## src/rtl/sobel_row_window_if.sv

```systemverilog
// Handshake bundle between the Sobel read stage, row window and write stage.
// slave: row window side; master: surrounding read/control/write stages.
interface sobel_row_window_if #(
   parameter int ACC_N = 8,
   parameter int PIX_W = 8,
   parameter int CNT_W = 16
);
   localparam int IDATA_W = (ACC_N + 2) * PIX_W;

   logic               sctl2srow_strip_start;
   logic               srd2srow_valid;
   logic [IDATA_W-1:0] srd2srow_data;
   logic               srow2srd_ready;
   logic [IDATA_W-1:0] srow2sacc_row1_data;
   logic [IDATA_W-1:0] srow2sacc_row2_data;
   logic [IDATA_W-1:0] srow2sacc_row3_data;
   logic               srow2swt_valid;
   logic               swt2srow_ready;
   logic [CNT_W-1:0]   srow2swt_win_idx;

   modport slave (
      input  sctl2srow_strip_start,
      input  srd2srow_valid,
      input  srd2srow_data,
      output srow2srd_ready,
      output srow2sacc_row1_data,
      output srow2sacc_row2_data,
      output srow2sacc_row3_data,
      output srow2swt_valid,
      input  swt2srow_ready,
      output srow2swt_win_idx
   );

   modport master (
      output sctl2srow_strip_start,
      output srd2srow_valid,
      output srd2srow_data,
      input  srow2srd_ready,
      input  srow2sacc_row1_data,
      input  srow2sacc_row2_data,
      input  srow2sacc_row3_data,
      input  srow2swt_valid,
      output swt2srow_ready,
      input  srow2swt_win_idx
   );
endinterface

```

## src/rtl/sobel_row_window.sv

```systemverilog
// 3-row sliding window feeding the Sobel accelerator cores.
// Optional SOBEL_ROW_TOP_REPLICATE_EN: first slice of a strip fills all rows.
module sobel_row_window #(
   parameter int ACC_N   = 8,
   parameter int PIX_W   = 8,
   parameter int IDATA_W = (ACC_N + 2) * PIX_W,
   parameter int CNT_W   = 16
) (
   input  logic                clk,
   input  logic                reset_n,
   sobel_row_window_if.slave   bus
);

   typedef enum logic [2:0] {
      FILL0,
      FILL1,
      FILL2,
      VALID,
      STALE
   } state_t;

   state_t             r_state;
   state_t             w_nxt_state;
   logic               r_valid;
   logic [IDATA_W-1:0] r_row1;
   logic [IDATA_W-1:0] r_row2;
   logic [IDATA_W-1:0] r_row3;
   logic [CNT_W-1:0]   r_win_idx;

   logic               w_ready;
   logic               w_accept;
   logic               w_consume;
   logic               w_strip;

   // ready only drops while a window waits on the write stage
   assign w_ready   = (r_state != VALID) | bus.swt2srow_ready;
   assign w_accept  = bus.srd2srow_valid & w_ready;
   assign w_consume = (r_state == VALID) & bus.swt2srow_ready;
   assign w_strip   = bus.sctl2srow_strip_start;

   assign bus.srow2srd_ready      = w_ready;
   assign bus.srow2swt_valid      = r_valid;
   assign bus.srow2sacc_row1_data = r_row1;
   assign bus.srow2sacc_row2_data = r_row2;
   assign bus.srow2sacc_row3_data = r_row3;
   assign bus.srow2swt_win_idx    = r_win_idx;

   // next-state decode; strip start overrides any handshake
   always_comb begin
      w_nxt_state = r_state;
      if (w_strip) begin
         w_nxt_state = FILL0;
      end else begin
         unique case (r_state)
            FILL0: begin
               if (w_accept) begin
`ifdef SOBEL_ROW_TOP_REPLICATE_EN
                  w_nxt_state = FILL2;
`else
                  w_nxt_state = FILL1;
`endif
               end
            end
            FILL1: begin
               if (w_accept) w_nxt_state = FILL2;
            end
            FILL2: begin
               if (w_accept) w_nxt_state = VALID;
            end
            VALID: begin
               if (bus.swt2srow_ready && !w_accept)
                  w_nxt_state = STALE;
            end
            STALE: begin
               if (w_accept) w_nxt_state = VALID;
            end
            default: w_nxt_state = FILL0;
         endcase
      end
   end

   // state register with registered valid decode
   always_ff @(posedge clk or negedge reset_n) begin
      if (!reset_n) begin
         r_state <= FILL0;
         r_valid <= 1'b0;
      end else begin
         r_state <= w_nxt_state;
         r_valid <= (w_nxt_state == VALID);
      end
   end

   // row shift on accept; a slice arriving with strip start is dropped
   always_ff @(posedge clk or negedge reset_n) begin
      if (!reset_n) begin
         r_row1 <= '0;
         r_row2 <= '0;
         r_row3 <= '0;
      end else if (w_accept && !w_strip) begin
`ifdef SOBEL_ROW_TOP_REPLICATE_EN
         if (r_state == FILL0) begin
            r_row1 <= bus.srd2srow_data;
            r_row2 <= bus.srd2srow_data;
            r_row3 <= bus.srd2srow_data;
         end else begin
            r_row1 <= r_row2;
            r_row2 <= r_row3;
            r_row3 <= bus.srd2srow_data;
         end
`else
         r_row1 <= r_row2;
         r_row2 <= r_row3;
         r_row3 <= bus.srd2srow_data;
`endif
      end
   end

   // window index within the strip, wraps silently
   always_ff @(posedge clk or negedge reset_n) begin
      if (!reset_n) begin
         r_win_idx <= '0;
      end else if (w_strip) begin
         r_win_idx <= '0;
      end else if (w_consume) begin
         r_win_idx <= r_win_idx + CNT_W'(1);
      end
   end

endmodule

```

## src/flat_wrapper.sv

```systemverilog
// flat-port wrapper written by rule: the top's interface ports become plain ports
module sobel_row_window_flat 
#(
   parameter int ACC_N   = 8,
   parameter int PIX_W   = 8,
   parameter int IDATA_W = (ACC_N + 2) * PIX_W,
   parameter int CNT_W   = 16
)
  (clk, reset_n, bus_sctl2srow_strip_start, bus_srd2srow_valid, bus_srd2srow_data, bus_srow2srd_ready, bus_srow2sacc_row1_data, bus_srow2sacc_row2_data, bus_srow2sacc_row3_data, bus_srow2swt_valid, bus_swt2srow_ready, bus_srow2swt_win_idx);
  sobel_row_window_if #(.ACC_N(ACC_N), .PIX_W(PIX_W), .CNT_W(CNT_W)) bus_i ();
  input  logic clk;
  input  logic reset_n;
  input wire logic [$bits(bus_i.sctl2srow_strip_start)-1:0] bus_sctl2srow_strip_start;
  input wire logic [$bits(bus_i.srd2srow_valid)-1:0] bus_srd2srow_valid;
  input wire logic [$bits(bus_i.srd2srow_data)-1:0] bus_srd2srow_data;
  output wire logic [$bits(bus_i.srow2srd_ready)-1:0] bus_srow2srd_ready;
  output wire logic [$bits(bus_i.srow2sacc_row1_data)-1:0] bus_srow2sacc_row1_data;
  output wire logic [$bits(bus_i.srow2sacc_row2_data)-1:0] bus_srow2sacc_row2_data;
  output wire logic [$bits(bus_i.srow2sacc_row3_data)-1:0] bus_srow2sacc_row3_data;
  output wire logic [$bits(bus_i.srow2swt_valid)-1:0] bus_srow2swt_valid;
  input wire logic [$bits(bus_i.swt2srow_ready)-1:0] bus_swt2srow_ready;
  output wire logic [$bits(bus_i.srow2swt_win_idx)-1:0] bus_srow2swt_win_idx;
  assign bus_i.sctl2srow_strip_start = bus_sctl2srow_strip_start;
  assign bus_i.srd2srow_valid = bus_srd2srow_valid;
  assign bus_i.srd2srow_data = bus_srd2srow_data;
  assign bus_srow2srd_ready = bus_i.srow2srd_ready;
  assign bus_srow2sacc_row1_data = bus_i.srow2sacc_row1_data;
  assign bus_srow2sacc_row2_data = bus_i.srow2sacc_row2_data;
  assign bus_srow2sacc_row3_data = bus_i.srow2sacc_row3_data;
  assign bus_srow2swt_valid = bus_i.srow2swt_valid;
  assign bus_i.swt2srow_ready = bus_swt2srow_ready;
  assign bus_srow2swt_win_idx = bus_i.srow2swt_win_idx;
  sobel_row_window #(.ACC_N(ACC_N), .PIX_W(PIX_W), .IDATA_W(IDATA_W), .CNT_W(CNT_W)) u_core (.clk(clk), .reset_n(reset_n), .bus(bus_i));
endmodule
```

## config.mk

```make
export PLATFORM = sky130hd
export DESIGN_NAME = sobel_row_window_flat
export DESIGN_NICKNAME = d
export VERILOG_FILES = /design/src/rtl/sobel_row_window_if.sv /design/src/rtl/sobel_row_window.sv /design/src/flat_wrapper.sv
export SDC_FILE = /design/constraint.sdc
export NUM_CORES = 1
export LEC_CHECK = 0
export BUFFER_PORTS_ARGS = -buffer_cell sky130_fd_sc_hd__buf_2
export CAP_MARGIN = 20
export CORE_ASPECT_RATIO = 0.7
export CORE_MARGIN = 1
export CORE_UTILIZATION = 30
export DETAILED_ROUTE_END_ITERATION = 8
export SKIP_LAST_GASP = 1
export SLEW_MARGIN = 20
export SYNTH_ARGS = -nofsm -noshare
export SYNTH_HDL_FRONTEND = slang
export SYNTH_SLANG_ARGS = --single-unit
```

## constraint.sdc

```tcl
create_clock -name clk -period 1.7 [get_ports clk]
set_input_delay 0.085 -clock clk [delete_from_list [all_inputs] [get_ports clk]]
set_output_delay 0.085 -clock clk [all_outputs]
set_load 0.005 [all_outputs]
```

# Yosys cells after proc, flatten, opt, wreduce, memory -nomap -nowiden
# Cells that the tools add are included.
[word_totals]
reg_bits = 260
inputBits = 85
output_inout_bits = 258
[op_classes]
n_addsub = 1
n_eq_ne = 6
n_mux = 8
bitwise_logic = 3
reduce_logical = 7
[ops]
columns = ["op", "count"]
rows = [
  ["16-bit two-way mux", 2],
  ["16-bit by 1-bit adder with 16-bit output, second input constant", 1],
  ["3-bit two-way mux", 5],
  ["3-bit one-hot mux with 4 select lines", 1],
  ["3-bit by 2-bit == test with 1-bit output, second input constant", 3],
  ["3-bit by 1-bit == test with 1-bit output, second input constant", 1],
  ["3-bit == test, second input constant", 1],
  ["3-bit logical NOT", 1],
  ["3-bit by 2-bit != test with 1-bit output, second input constant", 1],
  ["1-bit bitwise AND", 2],
  ["1-bit logical AND", 2],
  ["1-bit logical NOT", 2],
  ["2-bit nonzero test", 1],
  ["2-bit OR reduction", 1],
  ["1-bit OR", 1],
]

# Longest topological paths before layout
[depth]
ltp_word = 9
ltp_mapped = 9

# Worst setup path after synthesis
# OpenSTA, ideal clock, no wires.
[synth_timing]
path_kind = "register to register"
from = "register u_core.r_state[0]"
to = "register u_core.r_row1[50] (netlist: u_core.bus.srow2sacc_row1_data[50])"
setup_time_ns = 0.125
t_arrival_ns = 1.783
required_ns = 1.575
slack_ns = -0.208
stages_incl_launch_ff = 10
path_buffers = 5
period_less_slack_ns = 1.908
cell_sequence = "dfrtp_1 buf_6 and3b_1 buf_4 nand2_1 and3b_1 buf_2 buf_6 buf_6 mux2_4"
[synth_via]
elab_chain_cells = 4
[synth_lines]
columns = ["element", "line", "text"]
rows = [
  ["start, declared", "sobel_row_window.sv:22", "state_t r_state;"],
  ["start signal, assigned", "sobel_row_window.sv:88", "r_state <= w_nxt_state;"],
  ["3-bit by 2-bit != test with 1-bit output", "sobel_row_window.sv:36", "assign w_ready = (r_state != VALID) | bus.swt2srow_ready;"],
  ["1-bit OR", "sobel_row_window.sv:36", ""],
  ["named net bus_srow2srd_ready", "flat_wrapper.sv:16", "output wire logic [$bits(bus_i.srow2srd_ready)-1:0] bus_srow2srd_ready;"],
  ["1-bit bitwise AND", "sobel_row_window.sv:37", "assign w_accept = bus.srd2srow_valid & w_ready;"],
  ["1-bit logical AND", "sobel_row_window.sv:99", "end else if (w_accept && !w_strip) begin"],
  ["end signal, assigned", "sobel_row_window.sv:111", "r_row1 <= r_row2;"],
  ["end, declared", "sobel_row_window.sv:25", "logic [IDATA_W-1:0] r_row1;"],
]
# The timed path passes the listed nets, and every way through them passes these cells.
# A chain may end at the register's enable or synchronous reset.

# Worst setup path in the final report
[layout_timing]
from = "register u_core.r_state[1]"
to = "register u_core.r_row2[60] (netlist: u_core.bus.srow2sacc_row2_data[60])"
[layout_via]
elab_chain_cells = 4
[layout_lines]
columns = ["element", "line", "text"]
rows = [
  ["3-bit by 2-bit != test with 1-bit output", "sobel_row_window.sv:36", ""],
  ["1-bit OR", "sobel_row_window.sv:36", ""],
  ["1-bit bitwise AND", "sobel_row_window.sv:37", ""],
  ["1-bit logical AND", "sobel_row_window.sv:99", ""],
  ["end signal, assigned", "sobel_row_window.sv:112", "r_row2 <= r_row3;"],
  ["end, declared", "sobel_row_window.sv:26", "logic [IDATA_W-1:0] r_row2;"],
]
# Every way passes these cells.

==> results.yml <==
cts:
  clock_tree.root_cell: "clkbuf_16"
  numCtsBuffers: 27
  cts_max_level: 1
  clkTransAtPathRegs_ps: 60
  clockBufferDepth: 3
  tritoncts: "yes"
  insertion_delay_ps: 550
  cts.sinks: 260
worst_setup_path:
  worstPathArrival_ps: 2180
  path_cells: "and3b_1 -> nand2_2 -> and3b_4 -> buf_12 -> buf_12 -> mux2_2"
  critPathBufInv: 2
  cp-start-kind: "flop"
  worstSetupStartpoint: "u_core.r_state[1]"
  rrSetupSlack_ps: -60
  worst_r2r_path_depth: 6
  max_stage_delay_ps: 380
  slowest_stage: "dfrtp_1"
  cp-end-kind: "flop"
  endpoint: "u_core.bus.srow2sacc_row2_data[60]"
  worstPathMaxFanout: 21
  r2r_end: "u_core.bus.srow2sacc_row2_data[60]"
  critPathKind: "reg -> reg"
  crit_required_ps: 2120
  path_common_cell: "buf_12"
  cp_top_family: "simple AND/OR/NAND/NOR gates"
  reg2reg_from: "u_core.r_state[1]"
  cp.depth: 6
floorplan:
  core-area_um2: 33700
  die_h_um: 157.3
  num_io_pins: 343
  rows: 56
  die_area_um2: 35200
  start_util_pct: 30.66
  die_w_um: 223.8
placement:
  globalplace.congestion: 0.7582
  placed_area_um2: 12920
  pre_cts_ws_ps: -39.77
  dp_hpwl_um: 18260
  io_buffers: 342
  dpl.cell_count: 1447
synthesis:
  syn_area_um2: 10330
  synth_top_cell_by_area: "dfrtp_1"
  syn_inst: 617
  synth-edff-count: 0
  syn_avg_cell_area_um2: 16.75
  synth_top_area_share_pct: 62.96
  synthesis.nets: 703
  async_flop_share_pct: 100.0
  synth_seq_cells: 260
  synthTopCellsByArea: "dfrtp_1 (63%), mux2_2 (17%), mux2_4 (10%)"
  synth_cell_types: 36
  ys.flop_type: "dfrtp_1"
  seq_area_frac_synth_pct: 62.96
  yosysWarnings: 0
global_routing:
  grt_start_max_net_pins: 56
  grt_pass1_wl_um: 39340
  overflow: 0
  track_usage_pct: 14.02
  first_global_vias: 7021
  antenna_found_initial: 0
timing:
  tightestPinTransition_ps: 484.4
  max_freq_mhz: 568.0
  final.hold.worst_slack_ps: 45.66
  finalCritPeriodShare_pct: 103.6
  max_slew_margin_pct: 67.71
  fin_tns_setup_ps: -3445
  hold_viol: 0
  finalSetupViolations: 159
  rsz0062_at_grt: "true"
  slew_violations: 0
  fin_ws_ps: -60.45
  fin_skew_ps: 14.37
  min_period_ps: 1760
hold_path:
  hold_class: "in -> reg"
finish:
  multi_input_area_um2: 3512
  final_cells: 1586
  fillers: 3092
  seq_area_um2: 6506
  fin_area_um2: 14760
  drive_gt1_share_pct: 60.78
  n_antenna_cell: 0
  syn_to_final_growth_pct: 42.85
  fin_nets: 1188
routing:
  wirelength_um: 25780
  first_pass_iters: 4
  dr_total_vias: 6915
  routed_via_density: 4.360
  drt_iter0_drc: 257
  antenna_left: 0
  drc: 0
  wl_per_cell_um: 16.25
job:
  max_cap_violations: 0
outcome:
  run_status: "finished with violations"
  violations: "setup timing"
power_and_ir_drop:
  vdd_drop_max_mv: 0.8401
  pwr_density_cell_nw_per_um2: 1271
  p_leak_uw: 0.007065
[worst min path at each step]
stage                       startpoint                            endpoint  cells after the start
finish              bus_srd2srow_valid                   u_core.r_state[0]                      4
global route        bus_srd2srow_valid                   u_core.r_state[1]                      5
CTS                 bus_srd2srow_valid                   u_core.r_state[0]                      4
detailed placement             reset_n  u_core.bus.srow2sacc_row1_data[57]                      1
global placement               reset_n  u_core.bus.srow2sacc_row1_data[57]                      1
floorplan                      reset_n   u_core.bus.srow2sacc_row1_data[0]                      0
[cell families after synthesis]
family,after synthesis,synth area share (%)
multiplexers,242,28.90
flip-flops,260,62.96
AO/OA/AOI/OAI,22,1.296
AND/OR/NAND/NOR,49,2.773
adder cells (fa/ha/maj),1,0.1211
buffers and inverters,35,3.269
XOR/XNOR,8,0.6781
[worst min-delay path, delay by kind of cell]
family / cells / cell delay (ps)
compound gates: 2 / 230
simple gates: 1 / 80
buf+inv: 1 / 140
[power breakdown]
| part | internal [uW] | switching, uW | leakage [uW] |
|---|---|---|---|
| Combinational | 2620 | 1630 | 0.00351 |
| Clock | 3430 | 2450 | 0.000438 |
| Sequential | 7650 | 975 | 0.00312 |
[final cells by class]
type                    instances  share of cell area (%)
multi-input cells             322                   23.79
well taps                     464                   3.933
clock inverters                 8                  0.5255
clock buffers                  41                   5.475
flip-flops and latches        260                   44.08
repair buffers                490                   22.17
inverters                       1                 0.02543
[routing by layer]
metal  wire, um  GRT usage (%)
met5          0              0
met4        548          3.751
met3       2034          4.853
met2      11640          21.73
met1      11560          18.62
[registers in the layout, summed over array words and instances (netlist names)]
register	flops
u_core.bus.srow2swt_win_idx	16
u_core.bus.srow2sacc_row3_data	80
u_core.bus.srow2sacc_row1_data	80
u_core.bus.srow2sacc_row2_data	80
u_core.bus.srow2swt_valid	1
u_core.r_state	3
[cells in the mapped netlist, drive strengths merged (2+ instances only)]
library cell    n
a21oi          10
a22oi           2
and3            2
and3b           2
buf            31
clkbuf          2
dfrtp         260
mux2          241
nand2           8
nand3           7
nand4           6
nor2           11
nor3            2
o21ai           4
o31ai           3
or3             4
or4             4
xnor2           2
xor2            6
[stage by stage]
stage               utilization, %  total power, uW
floorplan                        -            10510
global placement             38.33            12770
detailed placement           38.33            12870
CTS                          43.55            19060
global route                 43.80            19800
finish                       43.80            18760
[timing repair]
item | CTS | global route
endpoints found under the hold margin | 360 | 0
endpoints found under the setup margin | 161 | 236
buffers inserted | 1 | 2
hold buffers | 85 | 0
cloned | 0 | 2
pin swaps | 0 | 1
gates resized for setup | 2 | 5
[cell usage in the layout, fill, tap and decap left out, drive strengths merged, types with 2 or more instances in the layout]
cell,Yosys,routed
and3,2,2
xnor2,2,2
clkinv,0,4
inv,1,3
nor3,2,2
and3b,2,2
a22oi,2,2
o21ai,4,4
mux2,241,241
buf,31,403
nand2,8,8
nand4,6,6
dfrtp,260,260
o31ai,3,3
clkbuf,2,43
or3,4,4
nor2,11,11
xor2,6,6
a21oi,10,10
nand3,7,7
or4,4,4
dlygate4sd3,0,85
(Power assumes the default switching activity.)
